<file path="src/rtl/awgn_pkg.sv">
// Shared constants and types for the AWGN frame controller: SNR-to-sigma
// table, SNR range limit and the frame sequencer state encoding.
package awgn_pkg;

  localparam logic [3:0] SNR_MAX = 4'd9;

  // Unsigned Q0.8 noise sigma for SNR index 0..9
  localparam logic [7:0] SIGMA_LUT [10] = '{
    8'd180, 8'd161, 8'd143, 8'd128, 8'd114,
    8'd102, 8'd90,  8'd81,  8'd72,  8'd64
  };

  typedef enum logic [2:0] {
    ST_IDLE,
    ST_SEED,
    ST_RUN,
    ST_DRAIN,
    ST_DONE
  } state_t;

  function automatic logic [7:0] snr_to_sigma(input logic [3:0] snr);
    return (snr > SNR_MAX) ? SIGMA_LUT[SNR_MAX] : SIGMA_LUT[snr];
  endfunction

endpackage

</file>
<file path="src/rtl/awgn_frame_ctrl_if.sv">
// Upstream complex-symbol valid/ready stream feeding the frame controller.
interface awgn_frame_ctrl_if #(
  parameter int W = 24
);

  logic                s_valid;
  logic                s_ready;
  logic signed [W-1:0] s_real;
  logic signed [W-1:0] s_imag;

  modport master (output s_valid, s_real, s_imag, input s_ready);
  modport slave  (input s_valid, s_real, s_imag, output s_ready);

endinterface

</file>
<file path="src/rtl/awgn_frame_ctrl.sv">
// Frame sequencer for the AWGN channel: reseeds the noise generators, streams
// a frame of symbols into the datapath and tracks its latency to flag output.
module awgn_frame_ctrl
  import awgn_pkg::*;
#(
  parameter int W        = 24,
  parameter int LEN_W    = 19,
  parameter int LAT      = 2,
  parameter int SEED_CYC = 2
) (
  input  logic                clk,
  input  logic                reset,
  awgn_frame_ctrl_if.slave    s,
  input  logic                start,
  input  logic [LEN_W-1:0]    frame_len,
  input  logic [3:0]          snr_db,
  output logic                ch_seed,
  output logic                ch_read,
  output logic signed [W-1:0] ch_x_real,
  output logic signed [W-1:0] ch_x_imag,
  output logic [7:0]          ch_sigma,
  output logic                m_valid,
  output logic                busy,
  output logic                done,
  output logic [LEN_W-1:0]    sym_count,
  output logic                err_snr
);

  localparam int SC_W = (SEED_CYC > 1) ? $clog2(SEED_CYC) : 1;

  state_t           state_q, state_d;
  logic [LEN_W-1:0] len_q;
  logic [SC_W-1:0]  seed_cnt;
  logic [LAT-1:0]   vpipe;
  logic [LAT-1:0]   vpipe_shifted;
  logic             accept;
  logic             handshake;
  logic             last_sym;
  logic             seed_last;
  logic             pipe_empty;

  assign accept        = (state_q == ST_IDLE) && start;
  assign s.s_ready     = (state_q == ST_RUN) && (sym_count < len_q);
  assign handshake     = s.s_valid && s.s_ready;
  assign last_sym      = (sym_count + LEN_W'(1)) == len_q;
  assign seed_last     = seed_cnt == SC_W'(SEED_CYC - 1);
  assign vpipe_shifted = vpipe << 1;
  // Leaving DRAIN once only the final stage can still hold a sample lets
  // done land on the cycle right after the last m_valid.
  assign pipe_empty    = !ch_read && (vpipe_shifted == '0);
  assign m_valid       = vpipe[LAT-1];

  always_ff @(posedge clk) begin
    if (!reset) state_q <= ST_IDLE;
    else        state_q <= state_d;
  end

  always_comb begin
    state_d = state_q;
    ch_seed = 1'b0;
    busy    = 1'b0;
    done    = 1'b0;
    case (state_q)
      ST_IDLE: begin
        if (start) state_d = (frame_len == '0) ? ST_DONE : ST_SEED;
      end
      ST_SEED: begin
        ch_seed = 1'b1;
        busy    = 1'b1;
        if (seed_last) state_d = ST_RUN;
      end
      ST_RUN: begin
        busy = 1'b1;
        if (handshake && last_sym) state_d = ST_DRAIN;
      end
      ST_DRAIN: begin
        busy = 1'b1;
        if (pipe_empty) state_d = ST_DONE;
      end
      ST_DONE: begin
        done    = 1'b1;
        state_d = ST_IDLE;
      end
      default: state_d = ST_IDLE;
    endcase
  end

  // Frame command latch, symbol register, counters and the m_valid delay line
  always_ff @(posedge clk) begin
    if (!reset) begin
      ch_read   <= 1'b0;
      ch_x_real <= '0;
      ch_x_imag <= '0;
      ch_sigma  <= SIGMA_LUT[0];
      sym_count <= '0;
      len_q     <= '0;
      err_snr   <= 1'b0;
      seed_cnt  <= '0;
      vpipe     <= '0;
    end else begin
      ch_read  <= handshake;
      vpipe    <= vpipe_shifted | LAT'(ch_read);
      seed_cnt <= (state_q == ST_SEED) ? seed_cnt + SC_W'(1) : '0;
      if (handshake) begin
        ch_x_real <= s.s_real;
        ch_x_imag <= s.s_imag;
        sym_count <= sym_count + LEN_W'(1);
      end
      if (accept) begin
        len_q     <= frame_len;
        sym_count <= '0;
        ch_sigma  <= snr_to_sigma(snr_db);
        err_snr   <= snr_db > SNR_MAX;
      end
    end
  end

endmodule

</file>
<file path="src/flat_wrapper.sv">
// flat-port wrapper written by rule: the top's interface ports become plain ports
module awgn_frame_ctrl_flat import awgn_pkg::*;
#(
  parameter int W        = 24,
  parameter int LEN_W    = 19,
  parameter int LAT      = 2,
  parameter int SEED_CYC = 2
)
  (clk, reset, start, frame_len, snr_db, ch_seed, ch_read, ch_x_real, ch_x_imag, ch_sigma, m_valid, busy, done, sym_count, err_snr, s_s_valid, s_s_real, s_s_imag, s_s_ready);
  awgn_frame_ctrl_if #(.W(W)) s_i ();
  input  logic clk;
  input  logic reset;
  input  logic start;
  input  logic [LEN_W-1:0] frame_len;
  input  logic [3:0] snr_db;
  output logic ch_seed;
  output logic ch_read;
  output logic signed [W-1:0] ch_x_real;
  output logic signed [W-1:0] ch_x_imag;
  output logic [7:0] ch_sigma;
  output logic m_valid;
  output logic busy;
  output logic done;
  output logic [LEN_W-1:0] sym_count;
  output logic err_snr;
  input wire logic [$bits(s_i.s_valid)-1:0] s_s_valid;
  input wire logic [$bits(s_i.s_real)-1:0] s_s_real;
  input wire logic [$bits(s_i.s_imag)-1:0] s_s_imag;
  output wire logic [$bits(s_i.s_ready)-1:0] s_s_ready;
  assign s_i.s_valid = s_s_valid;
  assign s_i.s_real = s_s_real;
  assign s_i.s_imag = s_s_imag;
  assign s_s_ready = s_i.s_ready;
  awgn_frame_ctrl #(.W(W), .LEN_W(LEN_W), .LAT(LAT), .SEED_CYC(SEED_CYC)) u_core (.clk(clk), .reset(reset), .s(s_i), .start(start), .frame_len(frame_len), .snr_db(snr_db), .ch_seed(ch_seed), .ch_read(ch_read), .ch_x_real(ch_x_real), .ch_x_imag(ch_x_imag), .ch_sigma(ch_sigma), .m_valid(m_valid), .busy(busy), .done(done), .sym_count(sym_count), .err_snr(err_snr));
endmodule
</file>
<file path="config.mk">
export PLATFORM = sky130hd
export DESIGN_NAME = awgn_frame_ctrl_flat
export DESIGN_NICKNAME = d
export VERILOG_FILES = /design/src/rtl/awgn_pkg.sv /design/src/rtl/awgn_frame_ctrl_if.sv /design/src/rtl/awgn_frame_ctrl.sv /design/src/flat_wrapper.sv
export SDC_FILE = /design/constraint.sdc
export NUM_CORES = 1
export LEC_CHECK = 0
export BUFFER_PORTS_ARGS = -buffer_cell sky130_fd_sc_hd__buf_2
export CORE_ASPECT_RATIO = 1.4
export CORE_UTILIZATION = 30
export CTS_BUF_LIST = sky130_fd_sc_hd__clkbuf_16
export DETAILED_ROUTE_END_ITERATION = 6
export PLACE_DENSITY_LB_ADDON = 0.25
export SETUP_SLACK_MARGIN = 0.02
export SLEW_MARGIN = 15
export SYNTH_ARGS = -nofsm -noshare
export SYNTH_HDL_FRONTEND = slang
export SYNTH_SLANG_ARGS = --single-unit
</file>
<file path="constraint.sdc">
create_clock -name clk -period 2.8 [get_ports clk]
set_input_delay 0.7 -clock clk [delete_from_list [all_inputs] [get_ports clk]]
set_output_delay 0.7 -clock clk [all_outputs]
set_load 0.02 [all_outputs]
</file>
Word level (Yosys, flattened, before mapping)

Memories as Yosys holds them, arrays and structs flattened.
Index checks and enable logic that the tools add are counted.

Register bits after elaboration: 102
Memory bits (read-only): 128
Input bits: 75
Logic and storage cells: 53
Memories: 1

Memories:

| memory          | depth | width | rd ports | clocked after Yosys merged registers in | wr ports | RTL line       | RTL |
|---|---|---|---|---|---|---|---|
| (no name shown) | 16    | 8     | 1        | 0                                       | 0        | awgn_pkg.sv:22 | `return (snr > SNR_MAX) ? SIGMA_LUT[SNR_MAX] : SIGMA_LUT[snr];` |

$add $sub $neg: 2
$lt $le $gt $ge: 3
Equal/unequal tests: 9
Multiplexer cells: 12
Bitwise gates (word level): 3
Reductions and logical operators: 13

Operators with widths:

| kind                    | count |
|---|---|
| $mux W8                 | 3 |
| $add A19 B1 Y19 const B | 1 |
| $eq A19 B19 Y1          | 1 |
| $logic_not A19 Y1       | 1 |
| $lt A19 B19 Y1          | 1 |
| $mux W3                 | 5 |
| $pmux W3 S4             | 1 |
| $eq A3 B2 Y1 const B    | 2 |
| $ge A5 B5 Y1 const B    | 1 |
| $logic_and A1 B1 Y1     | 5 |
| $not A4 Y5              | 1 |
| $gt A4 B4 Y1 const B    | 1 |
| $ne A2 B1 Y1 const B    | 2 |
| $ne A2 B2 Y1 const B    | 2 |
| $reduce_and A4 Y1       | 1 |
| $eq A3 B1 Y1 const B    | 1 |
| $eq A3 B3 Y1 const B    | 1 |
| $logic_not A3 Y1        | 1 |
| $mux W1                 | 3 |
| $reduce_or A3 Y1        | 1 |
| $logic_not A2 Y1        | 1 |
| $or A2 B1 Y2            | 1 |
| $reduce_and A2 Y1       | 1 |
| $reduce_or A2 Y1        | 1 |
| 3 further kinds         | 3 |

Logic depth before layout (Yosys ltp)

Word-level depth: 6
Gate-level depth with buffers: 11
Mapped depth without buffers: 9

Least setup slack after synthesis

No wires, ideal clock.

Path kind: register -> register
Start: reg u_core.sym_count[1]
End: reg u_core.state_q[0]
Library setup time: 0.070 ns
Arrival time: 2.326 ns
Path slack: 0.404 ns
Stages on the path, launching flop included: 9
Path buffers: 0
Path through: dfxtp_1 -> ha_1 -> nand3_1 -> or4_1 -> xnor2_1 -> nor2_1 -> nand4_1 -> a2111o_1 -> a21oi_1

Word-level cells in the longest chain between the ends: 6
Elaborated cells between the ends (all ways): 8
Classes of those cells: add/sub (1); order compare (1); eq/ne (2); reduce/logical (4)

RTL lines:

| element                                                 | RTL line               | RTL |
|---|---|---|
| from (decl)                                             | awgn_frame_ctrl.sv:25  | `output logic [LEN_W-1:0] sym_count,` |
| from (signal assigned)                                  | awgn_frame_ctrl.sv:107 | `sym_count <= sym_count + LEN_W'(1);` |
| branches (longest 3 deep; another with $add A19 B1 Y19) | -                      |  |
| $logic_and A1 B1 Y1 *                                   | awgn_frame_ctrl.sv:74  | `if (handshake && last_sym) state_d = ST_DRAIN;` |
| $ne A2 B2 Y1 (no source line) *                         | -                      |  |
| $reduce_and A4 Y1 (no source line) *                    | -                      |  |
| to (signal assigned)                                    | awgn_frame_ctrl.sv:55  | `else state_q <= state_d;` |
| to (decl)                                               | awgn_frame_ctrl.sv:31  | `state_t state_q, state_d;` |

Mark *: on every way between the ends.
A chain may end at the register's enable or synchronous reset.

Worst setup path in the final report

Start: reg u_core.len_q[13]
End: out s_s_ready

Word-level cells in the longest chain between the ends: 2

RTL lines:

| element                | RTL line               | RTL |
|---|---|---|
| from (decl)            | awgn_frame_ctrl.sv:32  | `logic [LEN_W-1:0] len_q;` |
| from (signal assigned) | awgn_frame_ctrl.sv:110 | `len_q <= frame_len;` |
| $lt A19 B19 Y1         | awgn_frame_ctrl.sv:43  | `assign s.s_ready = (state_q == ST_RUN) && (sym_count < len_q);` |
| $logic_and A1 B1 Y1    | awgn_frame_ctrl.sv:43  |  |
| to (decl)              | flat_wrapper.sv:29     | `output wire logic [$bits(s_i.s_ready)-1:0] s_s_ready;` |

No other way between the ends.

==> summary.md <==
| Metric | Value |
|---|---|
| WL/cell | `15.2 um` |
| P per Cell Area | `471 mW/mm2` |
| Num ports | `157` |
| Clk buf depth | `2` |
| Die area | `0.0179 mm2` |
| Diode count | `0` |
| Via count of the routed design | `4630` |
| Post-Syn Nets | `682` |
| HP Class | `reg2reg` |
| Final hold slack | `408 ps` |
| Hold Path Sink | `u_core.seed_cnt$_SDFF_PN0_` |
| Routed Antenna Nets | `0` |
| Port Buffers | `156` |
| LEAKAGE | `3.37 nW` |
| R2r startpoint | `u_core.len_q[6]$_SDFFE_PN0P_` |
| Initial antenna violation count | `0` |
| Post-route cell area | `0.00700 mm2` |
| DR vias/cell | `4.67` |
| Placer congestion estimate | `0.832` |
| Post-Syn Area per Cell | `8.94 um2` |
| Cts bufs inserted | `9` |
| GRT overflow | `0` |
| Overall power | `0.00330 W` |
| Endpoints failing setup | `0` |
| Max Clock Skew | `6.58 ps` |
| Yosys warns | `0` |
| Detailed Routing Iterations Pass 1 | `4` |
| Core area | `0.0169 mm2` |
| Largest net degree at the start of global routing | `34` |
| Final worst path period share | `95.9%` |
| Die Ht | `158 um` |
| Crit end category | `output port` |
| Min-delay src | `u_core.seed_cnt$_SDFF_PN0_` |
| Met2 wire len | `7910 um` |
| First-pass GRT wire length | `22800 um` |
| Worst setup SP type | `flop` |
| Met1 WL | `5970 um` |
| Crit Path Class | `reg2out` |
| Die width | `113 um` |
| R2R Setup Slk | `160 ps` |
| DP HPWL | `11100 um` |
| Clk sinks | `102` |
| DRC viols | `0` |
| Post-synth ARST share | `0%` |
| Vias in the first global route | `4515` |
| Most instantiated cells after synthesis | `102 x dfxtp_1, 61 x nand2_1, 55 x mux2i_1` |
| 1st-iter DRT viols | `165` |
| Slew Limit Fails | `0` |
| Seq cells post-synth | `102` |
| WL met3 | `725 um` |
| Row count | `56` |
| Syn Inst Count | `582` |
| Number of H-tree levels | `3` |
| Cell count of the worst reg-to-reg path | `13` |
| Root Driver | `clkbuf_16` |
| Layout cells sized above 1 | `33.1%` |
| WL final | `15100 um` |
| Max-cap violations | `0` |
| Post-synth cell types | `54` |
| CP required | `2100 ps` |
| Synth area leader | `dfxtp_1` |
| GRT Total Usage | `16.7%` |
| WP data arrival | `1990 ps` |
| CTS tree | `yes` |
| Clock Pin Slew Worst Setup and Hold Paths | `70 ps` |
| Later-pin clock latency in the skew report | `350 ps` |
| Unrepaired setup endpoints after global routing | `false` |
| Setup TNS | `0 ps` |
| Synth top area share | `39.3%` |
| Dominant cells by area after synthesis | `dfxtp_1 39%, mux2i_1 11%, nor2b_1 6.5%` |
| Worst r2r dst | `u_core.sym_count[10]$_SDFFE_PP0P_` |
| Post-synth EDFFs | `0` |
| Tmin final | `2690 ps` |
| Hold-fix buffers, CTS | `0` |
| Register area share after synthesis | `39.3%` |
| Crit-path max FO | `2` |
| Synth Flop Type | `dfxtp_1` |
| Post-Syn Area | `0.00520 mm2` |
| Placed Area | `0.00636 mm2` |
| Worst Hold Depth | `1` |
| Finished Core Util | `41.4%` |
| Fmax | `372 MHz` |
| Top layer reached by signal wires | `met4` |
| Worst slew pin tran | `627 ps` |
| Area delta synth->final | `34.6%` |
| Top-count cell post-synth | `dfxtp_1` |
| VDD IR-drop max | `0.000270 V` |
| Slew HR | `58.2%` |
| Status | `completed` |
| Final Hold Viols | `0` |
| Nets | `855` |
| Starting Density | `30.8%` |
## critical path: stages (launching register included)
cell and delay (ps):
dfxtp_2 340, inv_2 60, ha_4 260, nand4_1 150
nor4_2 390, o21ai_2 120, and3_4 190, buf_6 130
## metrics by stage
stage / instances / setup WS (ps)
finish: 991 / 114
global route: 991 / 28.8
CTS: 981 / 33.1
detailed placement: 961 / 101
global placement: 961 / 101
floorplan: 582 / 404
## report_power, final
part / switching [W] / internal (W) / total, W / leakage, nW
clock network: 0.000562 / 0.000772 / 0.00133 / 0.154
registers: 0.0000330 / 0.00149 / 0.00153 / 0.836
logic: 0.000243 / 0.000198 / 0.000440 / 2.38
total: 0.000838 / 0.00246 / 0.00330 / 3.37
## area by class of cell
type,instances,area [um2]
Fill cell,1749,9890
Tap cell,232,290
Sequential cell,102,2070
Multi-Input combinational cell,421,3020
Clock buffer,9,225
Timing Repair Buffer,198,1230
Inverter,23,86.3
Clock inverter,6,80.1
## cell families after synthesis
logic type / Yosys count / synth area share (%)
xor gates and xnor gates: 34 / 5.73
AOI/OAI and AO/OA: 83 / 11.0
and+or+nand+nor: 223 / 22.3
DFF: 102 / 39.3
adders and majority gates: 25 / 6.01
muxes: 56 / 10.8
buffers and inverters: 59 / 4.91
## routing by layer
metal,vias up,global-route usage (%)
li1,2343,-
met1,2135,17.5
met2,126,30.9
met3,26,3.37
met4,0,9.77
met5,-,0
## placed cells by master, fill, tap and decap left out, types with 8 or more instances in the layout
cell type	n
nand2_1	61
a21oi_1	21
clkbuf_16	12
mux2i_1	55
nand3_1	12
dfxtp_1	83
inv_1	21
buf_2	155
nor3_1	11
o21ai_0	8
xor2_1	9
nor2_1	36
ha_1	18
buf_4	33
dfxtp_2	17
xnor2_1	25
nor2b_1	54
nor4_1	9
nand4_1	9
a21boi_0	20
## worst max-delay path by stage
stage / startpoint / to / slack, ps / cells past startpoint
2_1_floorplan: u_core.sym_count[1]$_SDFFE_PP0P_ / u_core.state_q[0]$_SDFFE_PN0P_ / 400 / 8
3_3_place_gp: u_core.sym_count[18]$_SDFFE_PP0P_ / s_s_ready / 100 / 6
3_5_place_dp: u_core.len_q[18]$_SDFFE_PN0P_ / s_s_ready / 100 / 7
4_1_cts: u_core.len_q[13]$_SDFFE_PN0P_ / s_s_ready / 30 / 7
5_1_grt: u_core.len_q[2]$_SDFFE_PN0P_ / u_core.sym_count[10]$_SDFFE_PP0P_ / 30 / 13
6_report: u_core.len_q[13]$_SDFFE_PN0P_ / s_s_ready / 110 / 7
## timing repair
action	4_1_cts	5_1_grt
endpoints found under the setup margin	1	35
cloned	0	3
setup buffers	5	8
gates resized for setup	17	25
pin swaps	6	9
## flip-flops by register name, indices dropped and copies added (netlist names)
signal / cells
u_core.len_q: 19
u_core.ch_x_imag: 24
u_core.ch_read: 1
u_core.ch_sigma: 8
u_core.seed_cnt: 1
u_core.state_q: 3
u_core.vpipe: 2
u_core.sym_count: 19
u_core.err_snr: 1
u_core.ch_x_real: 24
Note: power is estimated with default switching activity, not from simulation.
